===== src/rtl/csr_wr_arb_pkg.sv =====
// Shared CSR definitions for the write-port arbiter: fixed trap CSR
// addresses, the index of each entry in the pending vector, and the
// mapping from a pending index to its CSR address.
package csr_pkg;

  localparam logic [11:0] CSR_MSTATUS = 12'h300;
  localparam logic [11:0] CSR_MEPC    = 12'h341;
  localparam logic [11:0] CSR_MCAUSE  = 12'h342;

  // Bit positions in the pending vector; the numeric order is also the
  // service order inside one trap bundle.
  typedef enum logic [1:0] {
    P_MEPC    = 2'd0,
    P_MCAUSE  = 2'd1,
    P_MSTATUS = 2'd2
  } pend_idx_e;

  function automatic logic [11:0] csr_addr_of(input pend_idx_e idx);
    case (idx)
      P_MEPC:   return CSR_MEPC;
      P_MCAUSE: return CSR_MCAUSE;
      default:  return CSR_MSTATUS;
    endcase
  endfunction

endpackage


===== src/rtl/csr_wr_arb_if.sv =====
// Bundle of trap-unit, EXU and CSR-file write signals around the arbiter.
// master: the environment (trap unit, EXU, CSR file); slave: the arbiter.
interface csr_wr_arb_if #(
  parameter int ADDR_W = 12,
  parameter int DATA_W = 64
);

  logic              trap_mepc_wen_i;
  logic [DATA_W-1:0] trap_mepc_wdata_i;
  logic              trap_mcause_wen_i;
  logic [DATA_W-1:0] trap_mcause_wdata_i;
  logic              trap_mstatus_wen_i;
  logic [DATA_W-1:0] trap_mstatus_wdata_i;
  logic              exu_valid_i;
  logic [ADDR_W-1:0] exu_waddr_i;
  logic [DATA_W-1:0] exu_wdata_i;
  logic              exu_ready_o;
  logic              csr_wen_o;
  logic [ADDR_W-1:0] csr_waddr_o;
  logic [DATA_W-1:0] csr_wdata_o;
  logic              arb_hold_o;
  logic              trap_ovf_o;

  modport master (
    output trap_mepc_wen_i, trap_mepc_wdata_i,
    output trap_mcause_wen_i, trap_mcause_wdata_i,
    output trap_mstatus_wen_i, trap_mstatus_wdata_i,
    output exu_valid_i, exu_waddr_i, exu_wdata_i,
    input  exu_ready_o, csr_wen_o, csr_waddr_o, csr_wdata_o,
    input  arb_hold_o, trap_ovf_o
  );

  modport slave (
    input  trap_mepc_wen_i, trap_mepc_wdata_i,
    input  trap_mcause_wen_i, trap_mcause_wdata_i,
    input  trap_mstatus_wen_i, trap_mstatus_wdata_i,
    input  exu_valid_i, exu_waddr_i, exu_wdata_i,
    output exu_ready_o, csr_wen_o, csr_waddr_o, csr_wdata_o,
    output arb_hold_o, trap_ovf_o
  );

endinterface


===== src/rtl/csr_wr_arb.sv =====
// CSR-file write-port arbiter. A trap bundle (mepc/mcause/mstatus, valid for
// one cycle) is serialized into back-to-back single writes and always wins
// over the EXU CSR-instruction path. While a bundle drains the pipeline is
// held; a second bundle arriving mid-drain is dropped and flagged sticky.
module csr_wr_arb
  import csr_pkg::*;
#(
  parameter int ADDR_W = 12,
  parameter int DATA_W = 64
) (
  input logic         clk,
  input logic         rst_n,
  csr_wr_arb_if.slave bus
);

  logic              trap_in;
  logic [2:0]        trap_vec;
  logic [DATA_W-1:0] trap_wdata [3];

  logic [2:0]        pend_reg, pend_next;
  logic              wen_reg, wen_next;
  logic [ADDR_W-1:0] waddr_reg, waddr_next;
  logic [DATA_W-1:0] wdata_reg, wdata_next;
  logic              ovf_reg, ovf_next;
  logic [DATA_W-1:0] lat_reg [3];
  logic              load_bundle;
  logic              exu_ready;
  pend_idx_e         sel;

  // Lowest set bit wins: this is what fixes mepc -> mcause -> mstatus order
  // and lets disabled entries be skipped without a bubble.
  function automatic pend_idx_e lowest_set(input logic [2:0] v);
    if (v[0])      return P_MEPC;
    else if (v[1]) return P_MCAUSE;
    else           return P_MSTATUS;
  endfunction

  assign trap_vec = {bus.trap_mstatus_wen_i, bus.trap_mcause_wen_i, bus.trap_mepc_wen_i};
  assign trap_in  = |trap_vec;

  assign trap_wdata[P_MEPC]    = bus.trap_mepc_wdata_i;
  assign trap_wdata[P_MCAUSE]  = bus.trap_mcause_wdata_i;
  assign trap_wdata[P_MSTATUS] = bus.trap_mstatus_wdata_i;

  // EXU is only accepted on a completely idle cycle; rst_n gating keeps it
  // low while the block is held in reset.
  assign exu_ready = rst_n && (pend_reg == 3'b000) && !trap_in;

  // Write-port selection: new bundle, then draining bundle, then EXU.
  always_comb begin
    pend_next   = pend_reg;
    wen_next    = 1'b0;
    waddr_next  = waddr_reg;
    wdata_next  = wdata_reg;
    ovf_next    = ovf_reg;
    load_bundle = 1'b0;
    sel         = P_MEPC;
    if (trap_in && (pend_reg == 3'b000)) begin
      sel         = lowest_set(trap_vec);
      wen_next    = 1'b1;
      waddr_next  = ADDR_W'(csr_addr_of(sel));
      wdata_next  = trap_wdata[sel];
      pend_next   = trap_vec & ~(3'b001 << sel);
      load_bundle = 1'b1;
    end else if (pend_reg != 3'b000) begin
      // A bundle overlapping a drain is lost; only the flag records it.
      if (trap_in) ovf_next = 1'b1;
      sel        = lowest_set(pend_reg);
      wen_next   = 1'b1;
      waddr_next = ADDR_W'(csr_addr_of(sel));
      wdata_next = lat_reg[sel];
      pend_next  = pend_reg & ~(3'b001 << sel);
    end else if (bus.exu_valid_i && exu_ready) begin
      wen_next   = 1'b1;
      waddr_next = bus.exu_waddr_i;
      wdata_next = bus.exu_wdata_i;
    end
  end

  // Control and output registers; reset discards any in-flight bundle.
  always_ff @(posedge clk) begin
    if (!rst_n) begin
      pend_reg  <= 3'b000;
      wen_reg   <= 1'b0;
      waddr_reg <= '0;
      wdata_reg <= '0;
      ovf_reg   <= 1'b0;
    end else begin
      pend_reg  <= pend_next;
      wen_reg   <= wen_next;
      waddr_reg <= waddr_next;
      wdata_reg <= wdata_next;
      ovf_reg   <= ovf_next;
    end
  end

  // Bundle data latches: only read while the matching pend bit is set, so
  // they need no reset and load only entries the bundle actually enables.
  for (genvar gi = 0; gi < 3; gi++) begin : g_lat
    // Capture one bundle entry when a fresh bundle is accepted.
    always_ff @(posedge clk) begin
      if (load_bundle && trap_vec[gi]) lat_reg[gi] <= trap_wdata[gi];
    end
  end

  assign bus.exu_ready_o = exu_ready;
  assign bus.csr_wen_o   = wen_reg;
  assign bus.csr_waddr_o = waddr_reg;
  assign bus.csr_wdata_o = wdata_reg;
  assign bus.arb_hold_o  = trap_in || (pend_reg != 3'b000);
  assign bus.trap_ovf_o  = ovf_reg;

endmodule


===== src/flat_wrapper.sv =====
// flat-port wrapper written by rule: the top's interface ports become plain ports
module csr_wr_arb_flat import csr_pkg::*;
#(
  parameter int ADDR_W = 12,
  parameter int DATA_W = 64
)
  (clk, rst_n, bus_trap_mepc_wen_i, bus_trap_mepc_wdata_i, bus_trap_mcause_wen_i, bus_trap_mcause_wdata_i, bus_trap_mstatus_wen_i, bus_trap_mstatus_wdata_i, bus_exu_valid_i, bus_exu_waddr_i, bus_exu_wdata_i, bus_exu_ready_o, bus_csr_wen_o, bus_csr_waddr_o, bus_csr_wdata_o, bus_arb_hold_o, bus_trap_ovf_o);
  csr_wr_arb_if #(.ADDR_W(ADDR_W), .DATA_W(DATA_W)) bus_i ();
  input logic clk;
  input logic rst_n;
  input wire logic [$bits(bus_i.trap_mepc_wen_i)-1:0] bus_trap_mepc_wen_i;
  input wire logic [$bits(bus_i.trap_mepc_wdata_i)-1:0] bus_trap_mepc_wdata_i;
  input wire logic [$bits(bus_i.trap_mcause_wen_i)-1:0] bus_trap_mcause_wen_i;
  input wire logic [$bits(bus_i.trap_mcause_wdata_i)-1:0] bus_trap_mcause_wdata_i;
  input wire logic [$bits(bus_i.trap_mstatus_wen_i)-1:0] bus_trap_mstatus_wen_i;
  input wire logic [$bits(bus_i.trap_mstatus_wdata_i)-1:0] bus_trap_mstatus_wdata_i;
  input wire logic [$bits(bus_i.exu_valid_i)-1:0] bus_exu_valid_i;
  input wire logic [$bits(bus_i.exu_waddr_i)-1:0] bus_exu_waddr_i;
  input wire logic [$bits(bus_i.exu_wdata_i)-1:0] bus_exu_wdata_i;
  output wire logic [$bits(bus_i.exu_ready_o)-1:0] bus_exu_ready_o;
  output wire logic [$bits(bus_i.csr_wen_o)-1:0] bus_csr_wen_o;
  output wire logic [$bits(bus_i.csr_waddr_o)-1:0] bus_csr_waddr_o;
  output wire logic [$bits(bus_i.csr_wdata_o)-1:0] bus_csr_wdata_o;
  output wire logic [$bits(bus_i.arb_hold_o)-1:0] bus_arb_hold_o;
  output wire logic [$bits(bus_i.trap_ovf_o)-1:0] bus_trap_ovf_o;
  assign bus_i.trap_mepc_wen_i = bus_trap_mepc_wen_i;
  assign bus_i.trap_mepc_wdata_i = bus_trap_mepc_wdata_i;
  assign bus_i.trap_mcause_wen_i = bus_trap_mcause_wen_i;
  assign bus_i.trap_mcause_wdata_i = bus_trap_mcause_wdata_i;
  assign bus_i.trap_mstatus_wen_i = bus_trap_mstatus_wen_i;
  assign bus_i.trap_mstatus_wdata_i = bus_trap_mstatus_wdata_i;
  assign bus_i.exu_valid_i = bus_exu_valid_i;
  assign bus_i.exu_waddr_i = bus_exu_waddr_i;
  assign bus_i.exu_wdata_i = bus_exu_wdata_i;
  assign bus_exu_ready_o = bus_i.exu_ready_o;
  assign bus_csr_wen_o = bus_i.csr_wen_o;
  assign bus_csr_waddr_o = bus_i.csr_waddr_o;
  assign bus_csr_wdata_o = bus_i.csr_wdata_o;
  assign bus_arb_hold_o = bus_i.arb_hold_o;
  assign bus_trap_ovf_o = bus_i.trap_ovf_o;
  csr_wr_arb #(.ADDR_W(ADDR_W), .DATA_W(DATA_W)) u_core (.clk(clk), .rst_n(rst_n), .bus(bus_i));
endmodule

===== config.mk =====
export PLATFORM = sky130hd
export DESIGN_NAME = csr_wr_arb_flat
export DESIGN_NICKNAME = d
export VERILOG_FILES = /design/src/rtl/csr_wr_arb_pkg.sv /design/src/rtl/csr_wr_arb_if.sv /design/src/rtl/csr_wr_arb.sv /design/src/flat_wrapper.sv
export SDC_FILE = /design/constraint.sdc
export NUM_CORES = 1
export LEC_CHECK = 0
export BUFFER_PORTS_ARGS = -buffer_cell sky130_fd_sc_hd__buf_2
export CAP_MARGIN = 20
export CORE_ASPECT_RATIO = 1.75
export CORE_MARGIN = 5
export CORE_UTILIZATION = 30
export DETAILED_ROUTE_END_ITERATION = 8
export PLACE_DENSITY_LB_ADDON = 0.25
export SKIP_LAST_GASP = 1
export SYNTH_ARGS = -nofsm -noshare
export SYNTH_HDL_FRONTEND = slang
export SYNTH_SLANG_ARGS = --single-unit

===== constraint.sdc =====
create_clock -name clk -period 5.95 [get_ports clk]
set_input_delay 0.2975 -clock clk [delete_from_list [all_inputs] [get_ports clk]]
set_output_delay 0.2975 -clock clk [all_outputs]
set_load 0.05 [all_outputs]

==> flow_summary.json, run 1 <==
{
  "synth.distinct_cells": 44,
  "clock_sinks": 273,
  "worstSetupPathType": "register to register",
  "track_usage_pct": 19.7,
  "synth-xor-area-share_pct": 0,
  "path_delay_family": "simple AND/OR/NAND/NOR gates",
  "cts_buffers": 28,
  "r2r_start": "u_core.pend_reg[2]",
  "place.gp.congestion": 0.805,
  "maxCapViolations": 0,
  "status": "finished clean",
  "syn_nets": 1339,
  "clock_skew_ps": 17.6,
  "die_w_um": 162,
  "finalHoldViolCount": 0,
  "slowest_delay_ps": 780,
  "synth_compound_area_share_pct": 20.4,
  "wl_per_cell_um": 22.1,
  "vias_per_cell": 5.29,
  "synth.area.mux_share_pct": 2.88,
  "synth_cells": 1065,
  "min_path_type": "primary input to register",
  "rsz0062_at_grt": "false",
  "slowest_stage": "or3_4",
  "fmax_mhz": 312,
  "drv_slew": 0,
  "core_um2": 40100,
  "dieArea_um2": 44800,
  "synth_warnings": 0,
  "start_util_pct": 30.3,
  "synth_top_area_share_pct": 47.4,
  "drt-initial-drc-count": 591,
  "rows": 97,
  "postPlaceCellArea_um2": 14300,
  "grt_antenna_before_repair": 3,
  "cts_root_buffer": "clkbuf_16",
  "required_ps": 6120,
  "grt_max_degree": 110,
  "design_area_um2": 17200,
  "io_pins": 354,
  "fin_ws_ps": 2740,
  "htreeDepth": 1,
  "reg2reg_slack_ps": 2740,
  "layoutNonFillerInstCount": 2086,
  "power_leakage_nw": 6.63,
  "io_buffers": 353,
  "setup_viol": 0,
  "layout_common_cells": "buf_2 (351), dlygate4sd3_1 (203), edfxtp_1 (192), o21ai_0 (98), nand2_1 (94)",
  "nets": 1840,
  "drive_above_1_share_pct": 27.9,
  "final.fill_count": 3823,
  "drt-total-wl_mm": 46.0,
  "grt_pass1_wl_mm": 68.5,
  "post-route-min-period_ps": 3210,
  "hp-start": "bus_exu_wdata_i[42]",
  "synthFlopType": "edfxtp_1",
  "path_clk_slew_ps": 60,
  "yosys.area_share.simple_pct": 12.2,
  "vias": 11027,
  "cts_tree": "done",
  "path_buf_inv": 1,
  "crit_start": "u_core.pend_reg[2]",
  "powerDensity_nw_per_um2": 271,
  "synth_edf_count": 192,
  "synth_fa_ha_area_share_pct": 0,
  "endpoint_kind": "register",
  "postSynthAreaPerCell_um2": 11.4,
  "synthesis.area_um2": 12200,
  "grt_pass1_vias": 11728,
  "clockBufferDepth": 3,
  "async_reset_ff_share_pct": 0,
  "synth.area.top_cells": "edfxtp_1 (47%), dfxtp_1 (13%), o21ai_0 (4.0%)",
  "yosysTopAreaCell": "edfxtp_1",
  "largest_reg_flops": 192,
  "drtAntennaViolNets": 0,
  "synth_top_family_by_area": "compound AO/OA/AOI/OAI gates",
  "final_common_cell": "buf_2",
  "ir_drop_mv": 0.197,
  "route.detailed.drc": 0,
  "start_kind": "register",
  "tns_ps": 0,
  "slew_headroom_pct": 34.2,
  "post_cts_buffers": 0,
  "cp_cell_sequence": "or3_4, nor2_4, buf_4",
  "clk_latency_ps": 550,
  "arrival_ps": 3380,
  "yosysSeqAreaShare_pct": 60.8,
  "first_pass_iters": 5,
  "hpwlAfterDp_mm": 29.7,
  "tightest_slew_ps": 986,
  "dp_cells": 1826,
  "fin_crit_sh_pct": 53.9,
  "fp.dieH_um": 276,
  "synth-seq-cells": 273,
  "grt_overflow": 0,
  "crit_fanout": 38,
  "area_delta_synth_final_pct": 41.5,
  "place_ws_ps": 2550
}
## what timing repair did
action                    4_1_cts  5_1_grt
hold buffers                  203        0
hold endpoints to repair      203        0
resized for setup               0        0
## per-stage QoR
stage | power, W | util (%) | hold WS, ps
2_1_floorplan | 0.00265 | - | 396
3_3_place_gp | 0.00293 | 35.6 | 449
3_5_place_dp | 0.00294 | 35.6 | 456
4_1_cts | 0.00471 | 42.8 | 1.54
5_1_grt | 0.00485 | 42.9 | 11.5
6_report | 0.00466 | 43.0 | 25.9
## kinds of logic (layout without fill, tap and decap cells)
family | Yosys count | after routing
buffers and inverters | 106 | 629
AO/OA/AOI/OAI | 388 | 388
multiplexers | 35 | 35
other | 1 | 4
AND/OR/NAND/NOR | 262 | 262
flip-flops | 273 | 273
## per-layer routing
layer | part of all wire [%] | vias to the layer above | GRT usage (%)
li1 | - | 5097 | -
met1 | 37 | 5292 | 22.3
met2 | 52 | 502 | 35.5
met3 | 6.0 | 134 | 2.92
met4 | 5.4 | 2 | 10.4
met5 | 0.043 | - | 0
## where the power goes
group | internal, W | switching (W) | total (W)
Clock | 0.000919 | 0.000740 | 0.00166
Combinational | 0.000312 | 0.000492 | 0.000804
Sequential | 0.00215 | 0.0000452 | 0.00220
Total | 0.00338 | 0.00128 | 0.00466
## synth_stat cells (14+ instances only)
master and count:
a211oi_1 14, a21oi_1 66, a2bb2oi_1 19, a31oi_1 20, a32o_1 31, buf_2 17
clkbuf_1 67, dfxtp_1 81, edfxtp_1 192, mux2i_1 35, nand2_1 94, nand2b_1 20
nand3_1 20, nand3b_1 20, nor2_1 15, nor2b_1 34, nor3b_1 33, o211ai_1 14
o21ai_0 98, o21ai_1 19, o22ai_1 63, o31ai_1 19, or3b_2 18
## cell type report
class	instances	area [µm²]	area share (%)
sequential	273	7390	43.0
multi-input combinational	686	4360	25.3
timing repair buffer	571	3960	23.0
clock buffer	39	783	4.55
tap	495	619	3.60
clock inverter	13	67.6	0.393
inverter	6	22.5	0.131
antenna	3	7.51	0.0436
## path summary, 6_finish.rpt
check                                                  end  cells after the start
worst max-delay path                 u_core.lat_reg[0][46]                      3
worst min-delay path            u_core.bus.csr_wdata_o[42]                      3
worst max register to register       u_core.lat_reg[0][46]                      3
worst min register to register  u_core.bus.csr_wdata_o[16]                      1
## worst reg2reg max path, delay by kind of cell (launching register included)
kind	cells	cell delay (ps)
and+or+nand+nor	2	1550
DFF	1	630
buffers and inverters	1	630
Power figures use the tool's default switching activity.
==> run 2: changes to the inputs <==
==> constraint.sdc (replaced) <==
create_clock -name clk -period 3.2 [get_ports clk]
set_input_delay 0.16 -clock clk [delete_from_list [all_inputs] [get_ports clk]]
set_output_delay 0.16 -clock clk [all_outputs]
set_load 0.05 [all_outputs]
==> flow_summary.json, run 2 (synthesis results as in run 1) <==
{
  "holdWs_ps": 49.7,
  "fin_crit_sh_pct": 70.4,
  "dieArea_um2": 44800,
  "r2r_start": "u_core.pend_reg[1]",
  "nets": 1873,
  "grt_overflow": 0,
  "setup_viol": 0,
  "worst-r2r-cell-count": 5,
  "multi_input_area_um2": 4360,
  "reg2reg_to": "u_core.bus.csr_wdata_o[28]",
  "min_path_type": "primary input to register",
  "slowest_delay_ps": 680,
  "final.fill_count": 3740,
  "htreeDepth": 1,
  "hold_buffers": 223,
  "clockBufferDepth": 3,
  "wl_per_cell_um": 22.2,
  "path_clk_slew_ps": 70,
  "powerDensity_nw_per_um2": 513,
  "fmax_mhz": 444,
  "io_pins": 354,
  "tightest_slew_ps": 968,
  "start_kind": "register",
  "cts_buffers": 28,
  "vias": 11150,
  "cp_cell_sequence": "or3_4, or3_1, buf_4, o21ai_1, a31oi_1",
  "start_util_pct": 30.3,
  "first_pass_iters": 4,
  "die_w_um": 162,
  "hold_path_depth": 2,
  "cts_tree": "done",
  "path_delay_family": "simple AND/OR/NAND/NOR gates",
  "grt_pass1_wl_mm": 70.9,
  "hpwlAfterDp_mm": 30.1,
  "route.detailed.drc": 0,
  "drt-initial-drc-count": 568,
  "postPlaceCellArea_um2": 14400,
  "area_delta_synth_final_pct": 44.9,
  "largest_reg_flops": 192,
  "cts_resized": 0,
  "layout_common_cells": "buf_2 (351), dlygate4sd3_1 (223), edfxtp_1 (192), o21ai_0 (98), nand2_1 (94)",
  "arrival_ps": 2680,
  "fp.dieH_um": 276,
  "io_buffers": 353,
  "post_cts_buffers": 0,
  "core_um2": 40100,
  "finalHoldViolCount": 0,
  "final_common_cell": "buf_2",
  "endpoint_kind": "register",
  "rsz0062_at_grt": "false",
  "drive_above_1_share_pct": 28.3,
  "drtAntennaViolNets": 0,
  "required_ps": 3630,
  "slowest_stage": "or3_1",
  "seq_area_um2": 7390,
  "vias_per_cell": 5.24,
  "slew_headroom_pct": 35.3,
  "crit_fanout": 26,
  "grt_antenna_before_repair": 14,
  "drv_slew": 0,
  "cp.depth": 5,
  "crit_start": "u_core.pend_reg[1]",
  "clock_sinks": 273,
  "critical_path.endpoint": "u_core.bus.csr_wdata_o[28]",
  "clk_latency_ps": 560,
  "maxCapViolations": 0,
  "ir_drop_mv": 0.350,
  "post-route-min-period_ps": 2250,
  "power_leakage_nw": 6.81,
  "clock_skew_ps": 18.0,
  "grt_pass1_vias": 12126,
  "status": "finished clean",
  "power_w": 0.00903,
  "place.gp.congestion": 0.828,
  "fin_ws_ps": 946,
  "place_ws_ps": 929,
  "cts_root_buffer": "clkbuf_16",
  "design_area_um2": 17600,
  "grt_max_degree": 68,
  "worstSetupPathType": "register to register",
  "path_buf_inv": 1,
  "track_usage_pct": 20.3,
  "rows": 97,
  "drt-total-wl_mm": 47.1,
  "reg2reg_slack_ps": 950
}
-- run 2: cell types whose count changed in the layout (fill, tap and decap cells not counted), moves of 2 or more --
cell	change
diode_2	+9
clkbuf_8	+4
dlygate4sd3_1	+20
clkinv_2	-6
bufinv_16	+2
clkinvlp_4	+2
buf_16	-2
buf_4	+14
clkbuf_1	-4
-- run 2: where the power goes --
group,switching [W],internal (W)
sequential,0.0000820,0.00400
clock,0.00142,0.00200
combinational,0.000926,0.000601
-- run 2: layer usage --
metal  vias up  track usage (%)  part of all wire (%)
met3       123             2.80                   6.0
li1       5182                -                     -
met1      5346             23.5                    38
met2       495             36.4                    51
met4         4             10.1                   4.8
met5         -                0                 0.045
-- run 2: how the worst min path moves through the flow --
stage | slack [ps] | to | from
floorplan | 260 | u_core.lat_reg[0][0] | bus_trap_mepc_wdata_i[0]
global placement | 350 | u_core.lat_reg[1][29] | bus_trap_mcause_wdata_i[29]
detailed placement | 350 | u_core.lat_reg[1][52] | bus_trap_mcause_wdata_i[52]
CTS | 20 | u_core.pend_reg[2] | rst_n
global route | 30 | u_core.pend_reg[2] | rst_n
finish | 50 | u_core.pend_reg[2] | rst_n
-- run 2: final cells by class --
cell class              count  area share (%)
inverters                   6           0.128
clock buffers              40            4.82
well taps                 495            3.52
multi-input cells         686            24.7
clock inverters            11           0.654
flip-flops and latches    273            42.0
diodes                     12           0.171
repair buffers            604            24.0
-- run 2: per-stage QoR --
step	util, %	setup TNS, ps	instances
final	44.0	0	2127
after global routing	44.0	0	2126
after CTS	43.9	0	2115
after detailed placement	35.9	0	1841
after global placement	35.9	0	1841
after floorplan	-	-4130	1065
